$ cat src/rtl/gray_pkg.sv
// Shared step-class encoding and error-counter sizing for the gray stream decoder.
package gray_pkg;

  typedef enum logic [1:0] {
    DIR_HOLD = 2'b00,
    DIR_UP   = 2'b01,
    DIR_DOWN = 2'b10,
    DIR_JUMP = 2'b11
  } dir_e;

  localparam int ERR_CNT_W = 8;
  localparam logic [ERR_CNT_W-1:0] ERR_CNT_MAX = 8'd255;

endpackage

$ cat src/rtl/gray_stream_decoder_gray2bin.sv
// Combinational gray-to-binary decoder: each binary bit is the XOR of all gray bits at or above it.
module gray2bin #(
  parameter int WIDTH = 4
) (
  input  logic [WIDTH-1:0] gray,
  output logic [WIDTH-1:0] bin
);

  always_comb begin
    bin = '0;
    for (int i = 0; i < WIDTH; i++) begin
      bin[i] = ^(gray >> i);
    end
  end

endmodule

$ cat src/rtl/gray_stream_decoder.sv
// Gray stream decoder: decodes, classifies each step against the previous word, buffers via output + skid register.
// Optional saturating JUMP counter on err_count is built when GRAY_ERR_CNT_EN is defined.
module gray_stream_decoder
  import gray_pkg::*;
#(
  parameter int WIDTH = 4
) (
  input  logic                 clk,
  input  logic                 rst_n,
  input  logic                 in_valid,
  output logic                 in_ready,
  input  logic [WIDTH-1:0]     in_gray,
  output logic                 out_valid,
  input  logic                 out_ready,
  output logic [WIDTH-1:0]     out_bin,
  output logic [1:0]           out_dir,
  output logic                 step_err,
  output logic [ERR_CNT_W-1:0] err_count
);

  // Handshake: a word moves on any rising edge where valid and ready are both high;
  // the producer holds its word stable until then, and ready never depends on valid.

  localparam logic [WIDTH-1:0] ONE = WIDTH'(1);

  logic [WIDTH-1:0] in_bin;
  logic [WIDTH-1:0] diff;
  logic             accept;
  dir_e             in_dir;

  logic             in_ready_q, in_ready_d;
  logic             has_prev_q, has_prev_d;
  logic [WIDTH-1:0] prev_gray_q, prev_gray_d;
  logic [WIDTH-1:0] prev_bin_q, prev_bin_d;
  logic             out_valid_q, out_valid_d;
  logic [WIDTH-1:0] out_bin_q, out_bin_d;
  dir_e             out_dir_q, out_dir_d;
  logic             out_err_q, out_err_d;
  logic             skid_valid_q, skid_valid_d;
  logic [WIDTH-1:0] skid_bin_q, skid_bin_d;
  dir_e             skid_dir_q, skid_dir_d;
  logic             skid_err_q, skid_err_d;

  gray2bin #(.WIDTH(WIDTH)) u_gray2bin (
    .gray (in_gray),
    .bin  (in_bin)
  );

  assign accept = in_valid && in_ready_q;
  assign diff   = in_gray ^ prev_gray_q;

  // A single-bit gray change that is not a +/-1 binary step is still an invalid jump.
  always_comb begin
    in_dir = DIR_HOLD;
    if (has_prev_q && (diff != '0)) begin
      if (($countones(diff) == 1) && (in_bin == prev_bin_q + ONE)) begin
        in_dir = DIR_UP;
      end else if (($countones(diff) == 1) && (in_bin == prev_bin_q - ONE)) begin
        in_dir = DIR_DOWN;
      end else begin
        in_dir = DIR_JUMP;
      end
    end
  end

  always_comb begin
    out_valid_d  = out_valid_q;
    out_bin_d    = out_bin_q;
    out_dir_d    = out_dir_q;
    out_err_d    = out_err_q;
    skid_valid_d = skid_valid_q;
    skid_bin_d   = skid_bin_q;
    skid_dir_d   = skid_dir_q;
    skid_err_d   = skid_err_q;
    has_prev_d   = has_prev_q;
    prev_gray_d  = prev_gray_q;
    prev_bin_d   = prev_bin_q;

    if (!out_valid_q || out_ready) begin
      if (skid_valid_q) begin
        out_valid_d  = 1'b1;
        out_bin_d    = skid_bin_q;
        out_dir_d    = skid_dir_q;
        out_err_d    = skid_err_q;
        skid_valid_d = 1'b0;
      end else begin
        out_valid_d = accept;
        if (accept) begin
          out_bin_d = in_bin;
          out_dir_d = in_dir;
          out_err_d = (in_dir == DIR_JUMP);
        end
      end
    end else if (accept) begin
      skid_valid_d = 1'b1;
      skid_bin_d   = in_bin;
      skid_dir_d   = in_dir;
      skid_err_d   = (in_dir == DIR_JUMP);
    end

    if (accept) begin
      has_prev_d  = 1'b1;
      prev_gray_d = in_gray;
      prev_bin_d  = in_bin;
    end

    in_ready_d = !skid_valid_d;
  end

  always_ff @(posedge clk or negedge rst_n) begin
    if (!rst_n) begin
      in_ready_q   <= 1'b0;
      has_prev_q   <= 1'b0;
      prev_gray_q  <= '0;
      prev_bin_q   <= '0;
      out_valid_q  <= 1'b0;
      out_bin_q    <= '0;
      out_dir_q    <= DIR_HOLD;
      out_err_q    <= 1'b0;
      skid_valid_q <= 1'b0;
      skid_bin_q   <= '0;
      skid_dir_q   <= DIR_HOLD;
      skid_err_q   <= 1'b0;
    end else begin
      in_ready_q   <= in_ready_d;
      has_prev_q   <= has_prev_d;
      prev_gray_q  <= prev_gray_d;
      prev_bin_q   <= prev_bin_d;
      out_valid_q  <= out_valid_d;
      out_bin_q    <= out_bin_d;
      out_dir_q    <= out_dir_d;
      out_err_q    <= out_err_d;
      skid_valid_q <= skid_valid_d;
      skid_bin_q   <= skid_bin_d;
      skid_dir_q   <= skid_dir_d;
      skid_err_q   <= skid_err_d;
    end
  end

`ifdef GRAY_ERR_CNT_EN
  logic [ERR_CNT_W-1:0] err_cnt_q, err_cnt_d;

  always_comb begin
    err_cnt_d = err_cnt_q;
    if (accept && (in_dir == DIR_JUMP) && (err_cnt_q != ERR_CNT_MAX)) begin
      err_cnt_d = err_cnt_q + ERR_CNT_W'(1);
    end
  end

  always_ff @(posedge clk or negedge rst_n) begin
    if (!rst_n) begin
      err_cnt_q <= '0;
    end else begin
      err_cnt_q <= err_cnt_d;
    end
  end

  assign err_count = err_cnt_q;
`else
  assign err_count = '0;
`endif

  assign in_ready  = in_ready_q;
  assign out_valid = out_valid_q;
  assign out_bin   = out_bin_q;
  assign out_dir   = out_dir_q;
  assign step_err  = out_err_q;

endmodule

$ cat config.mk
export PLATFORM = sky130hd
export DESIGN_NAME = gray_stream_decoder
export DESIGN_NICKNAME = d
export VERILOG_FILES = /design/src/rtl/gray_pkg.sv /design/src/rtl/gray_stream_decoder_gray2bin.sv /design/src/rtl/gray_stream_decoder.sv
export SDC_FILE = /design/constraint.sdc
export NUM_CORES = 1
export LEC_CHECK = 0
export CAP_MARGIN = 20
export CORE_MARGIN = 8
export CORE_UTILIZATION = 45
export DETAILED_ROUTE_END_ITERATION = 16
export PLACE_DENSITY = 0.7
export SETUP_SLACK_MARGIN = 0.3
export SLEW_MARGIN = 25
export SYNTH_ARGS = -nofsm -noshare
export SYNTH_HDL_FRONTEND = slang
export SYNTH_SLANG_ARGS = --single-unit
$ cat constraint.sdc
create_clock -name clk -period 3.9 [get_ports clk]
set_input_delay 0.975 -clock clk [delete_from_list [all_inputs] [get_ports clk]]
set_output_delay 0.975 -clock clk [all_outputs]
set_load 0.02 [all_outputs]
=== Word-level counts from Yosys, hierarchy flattened ===
Index checks and enable logic that the tools add are counted.

* Word-level logic and storage cells: 50
* Bits of input ports: 8
* Bits in registers: 26

* Equal/unequal tests: 4
* Reduce and logical (&&, ||, !) cells: 15
* Bitwise operators: 2
* Add/sub/neg operators: 5
* Muxes and demuxes: 12

{| class="wikitable"
|+ Operator list
! operator !! count
|-
| $reduce_xor 4->1 || 4
|-
| $eq 4x4->1 || 2
|-
| $mux 2 || 4
|-
| $mux 4 || 2
|-
| $mux 1 || 6
|-
| $add 1x1->2 || 2
|-
| $add 4x1->4 const B || 1
|-
| $logic_and 1x1->1 || 4
|-
| $reduce_and 2->1 || 2
|-
| $reduce_bool 4->1 || 1
|-
| $sub 4x1->4 const B || 1
|-
| $xor 4x4->4 || 1
|-
| $add 2x2->3 || 1
|-
| $eq 3x1->1 const B || 1
|-
| $eq 2x2->1 const B || 1
|-
| $logic_not 1->1 || 2
|-
| $reduce_bool 2->1 || 1
|-
| $logic_or 1x1->1 || 1
|-
| $not 1->1 || 1
|}

=== Depth between registers and ports, before layout ===
* Depth in word-level cells: 11
* Mapped depth: 10
* Mapped depth without buffers: 9

=== Cells and area by module ===
Synthesis repeated with hierarchy kept, for this count alone.

* Cell total of the unflattened synthesis: 128
* Area total of the unflattened synthesis: 1418.9 µm²

{| class="wikitable"
|+ By module, submodules not included
! module !! area an instance (µm²) !! cells each !! instances !! sequential area each (µm²)
|-
| gray_stream_decoder || 1368.8 || 123 || 1 || 650.6
|-
| gray2bin || 50.0 || 5 || 1 || 0.0
|}

=== Least setup slack after synthesis ===
Ideal clock, no wire load.

* Kind: input -> register
* From: input in_gray[3]
* To: register out_err_q, in the netlist step_err
* Data arrival time: 3061 ps
* Setup time: 128 ps
* Stages on the path: 10
* Slack: 711 ps
* Path buffers: 1
* Cells stage by stage: buf_6 -> xnor2_1 -> fa_1 -> inv_1 -> ha_1 -> ha_1 -> nor3b_1 -> o211ai_2 -> o21ai_2 -> o21ai_1

* Longest elaborated chain between the ends: 11
* Elaborated cells on any way between the ends: 20

{| class="wikitable"
|+ RTL lines
! item !! line !! RTL
|-
| from (decl) || gray_stream_decoder.sv:12 || <nowiki>input logic [WIDTH-1:0] in_gray,</nowiki>
|-
| $xor 4x4->4 || gray_stream_decoder.sv:50 || <nowiki>assign diff = in_gray ^ prev_gray_q;</nowiki>
|-
| $add 1x1->2 (not written as such) || gray_stream_decoder.sv:56, gray_stream_decoder.sv:58 ||
|-
| $add 2x2->3 (not written as such) || gray_stream_decoder.sv:56, gray_stream_decoder.sv:58 ||
|-
| $eq 3x1->1 || gray_stream_decoder.sv:56, gray_stream_decoder.sv:58 ||
|-
| $logic_and 1x1->1 || gray_stream_decoder.sv:58 || <nowiki>end else if (($countones(diff) == 1) && (in_bin == prev_bin_q - ONE)) begin</nowiki>
|-
| $mux 1 || gray_stream_decoder.sv:58 ||
|-
| $mux 2 || gray_stream_decoder.sv:56 || <nowiki>if (($countones(diff) == 1) && (in_bin == prev_bin_q + ONE)) begin</nowiki>
|-
| $mux 2 * || gray_stream_decoder.sv:55 || <nowiki>if (has_prev_q && (diff != '0)) begin</nowiki>
|-
| $eq 2x2->1 * || gray_stream_decoder.sv:91 || <nowiki>out_err_d = (in_dir == DIR_JUMP);</nowiki>
|-
| $mux 1 * || gray_stream_decoder.sv:88 || <nowiki>if (accept) begin</nowiki>
|-
| $mux 1 * || gray_stream_decoder.sv:80 || <nowiki>if (skid_valid_q) begin</nowiki>
|-
| to (signal assigned) || gray_stream_decoder.sv:132 || <nowiki>out_err_q <= out_err_d;</nowiki>
|-
| to (decl) || gray_stream_decoder.sv:38 || <nowiki>logic out_err_q, out_err_d;</nowiki>
|}

Mark *: on every way between the ends. The rest lies on a longest branch, timed or not. The select of a mux whose other input is x is not followed.
A chain may end at the register's enable or synchronous reset.

=== Worst setup path after layout ===
* From: input in_gray[0]
* To: register out_err_q, in the netlist step_err

Same word-level chain as after synthesis.

==> results.cfg <==
[critical_path]
end_kind = flip-flop
critical_path_class = primary input to flip-flop
cp-start-kind = primary input
worstPathRequired_ns = 4.13
r2r_setup_slack_ns = 1.26
arrival_ns = 3.65
crit_fanout = 4

[sta]
whs_ns = 0.4804
fin_crit_sh = 0.8769
relSlewSlack = 0.6319
final_max_slew_viol_count = 0
period_minus_slack_ns = 3.420
fin_skew_ns = 0.005458
setup_viol = 0
hold_viol_final = 0
rsz0062_at_grt = no
worstMarginPinSlew_ns = 0.5482
setup_tns_ns = 0
fmax_mhz = 292.4

[finish]
num_antenna_cells = 0
area_delta_synth_final_pct = 14.53
nFillCells = 288
drive_gt1_frac = 0.1266
fin_nets = 173

[floorplanning]
die_h_microns = 71.51
initial_core_util = 0.4617
core_sq_um = 3003
die_w_microns = 71.51
ios = 25
dieArea_sq_um = 5113
rows = 20

[synth]
ys_warn_count = 0
ys_seq_elements = 25
syn_area_sq_um = 1386
synth_top_flop_cell = dfrtp_1
synth-edff-count = 0
yosysSeqAreaShare = 0.4513
syn_area_per_cell_sq_um = 9.902
synthCells = 140
ys_types = 30
synthArstFlopShare = 1.000

[drt]
drc = 0
via_per_inst = 5.047
drt_iter0_markers = 21
wl_mm = 2.515
ant_nets = 0
wl_per_cell_microns = 13.17
vias = 964
dr.pass1.iters = 4

[clock_tree]
cts-root-buf = clkbuf_4
clk_path_buf_depth = 2
cts_sinks = 25
cts_buffers = 3
post_cts_buffers = 0
cts_tree = done
clk_pin_slew_worst_paths_ns = 0.14
htreeDepth = 1
hold_buffers = 0
ctsResizeCount = 0
insertion_delay_ns = 0.33

[power_and_ir_drop]
p_leak_nw = 0.7372
irDropWorstVdd_mv = 0.2429
power.density_nw_per_um2 = 517.4

[place]
hpwlAfterDp_mm = 1.985
port_buffers = 16
gp_congestion = 0.8442

[global_route]
grt_pass1_wl_mm = 4.257
grt-ovfl-total = 0
grt_use_total = 0.1029
grt_start_max_net_pins = 26
antenna_found_initial = 0
grt_pass1_vias = 940

[flow_run]
max_cap_violations = 0

[worst_hold_path]
worstHoldPathType = flip-flop to flip-flop

[outcome]
status = completed
-- cell type report --
cell class	count	area, sq um	area share
clock inverters	1	7.507	0.004728
inverters	8	30.03	0.01891
well taps	33	41.29	0.02600
flip-flops and latches	25	625.6	0.3940
repair buffers	20	190.2	0.1198
clock buffers	3	22.52	0.01418
multi-input cells	101	670.6	0.4224
-- metrics by stage --
step / area, sq um / cells / util / setup WS [ns] / power (mW)
after floorplan: 1413 / 147 / - / 0.7110 / 0.5940
after CTS: 1588 / 191 / 0.5288 / 0.5023 / 0.8316
after global placement: 1558 / 187 / 0.5188 / 0.2390 / 0.6949
after global routing: 1588 / 191 / 0.5288 / 0.4029 / 0.8814
final: 1588 / 191 / 0.5288 / 0.4799 / 0.8215
after detailed placement: 1558 / 187 / 0.5188 / 0.1260 / 0.7107
-- sequential cells by signal, summed over array words and instances (netlist names) --
name and count:
out_bin 4, prev_gray_q 4, skid_bin_q 4, prev_bin_q 3
out_dir 2, skid_dir_q 2, has_prev_q 1, in_ready 1
out_valid 1, skid_err_q 1, skid_valid_q 1, step_err 1
-- cell usage after synthesis, types with 2 or more instances --
master,n,share of area
nand3_1,5,0.018
buf_4,8,0.043
ha_1,5,0.045
nand2_1,20,0.054
dfrtp_1,25,0.45
nor2_1,5,0.014
xnor2_1,8,0.051
o21ai_1,3,0.011
a21oi_1,5,0.018
o21ai_0,12,0.043
and3_1,4,0.018
o21ai_2,2,0.013
inv_1,8,0.022
nor3_1,3,0.011
xor2_1,5,0.032
mux2_2,6,0.049
clkbuf_1,3,0.0081
-- worst max-delay path, stage by stage --
cell             delay [ns]
clkdlybuf4s50_1        0.56
xnor2_1                0.15
fa_1                   0.55
inv_1                  0.04
ha_1                   0.18
ha_1                   0.27
nor3b_1                0.41
o211ai_2               0.16
o21ai_2                0.24
o21ai_1                0.10
-- power breakdown --
part / switching (mW) / total [mW] / internal (mW)
clock: 0.0814 / 0.121 / 0.0393
combinational: 0.179 / 0.334 / 0.155
sequential: 0.0447 / 0.367 / 0.322
-- metal layers --
layer	wire (microns)	vias up	global-route usage	part of all wire
met5	0	-	0	0
met4	34	0	0.04762	0.014
met3	174	4	0.03068	0.069
met2	1222	22	0.1755	0.49
met1	1083	459	0.1150	0.43
li1	-	479	-	-
-- worst paths after layout --
check / startpoint / endpoint / cells past startpoint
worst max-delay path: in_gray[0] / step_err / 10
worst min-delay path: has_prev_q / has_prev_q / 2
worst max register to register: prev_gray_q[0] / step_err / 9
worst min register to register: has_prev_q / has_prev_q / 2
max in group asynchronous: rst_n / prev_gray_q[2] / 2
min in group asynchronous: rst_n / skid_dir_q[0] / 2
-- kinds of logic after synthesis --
logic type	count (synthesis)	synth area share
and+or+nand+nor	41	0.1336
AOI/OAI and AO/OA	25	0.1137
DFF	25	0.4513
buffers and inverters	21	0.08393
xor gates and xnor gates	14	0.09928
muxes	7	0.05595
adders and majority gates	6	0.05957
other	1	0.002705
-- cell usage in the layout (no fill, tap or decap), drive strengths merged, types with 6 or more instances in the layout --
master and instances:
nand2 20, inv 8, o21ai 17, clkdlybuf4s50 16
conb 8, mux2 6, xnor2 8, dfrtp 25
Power figures use the tool's default switching activity.
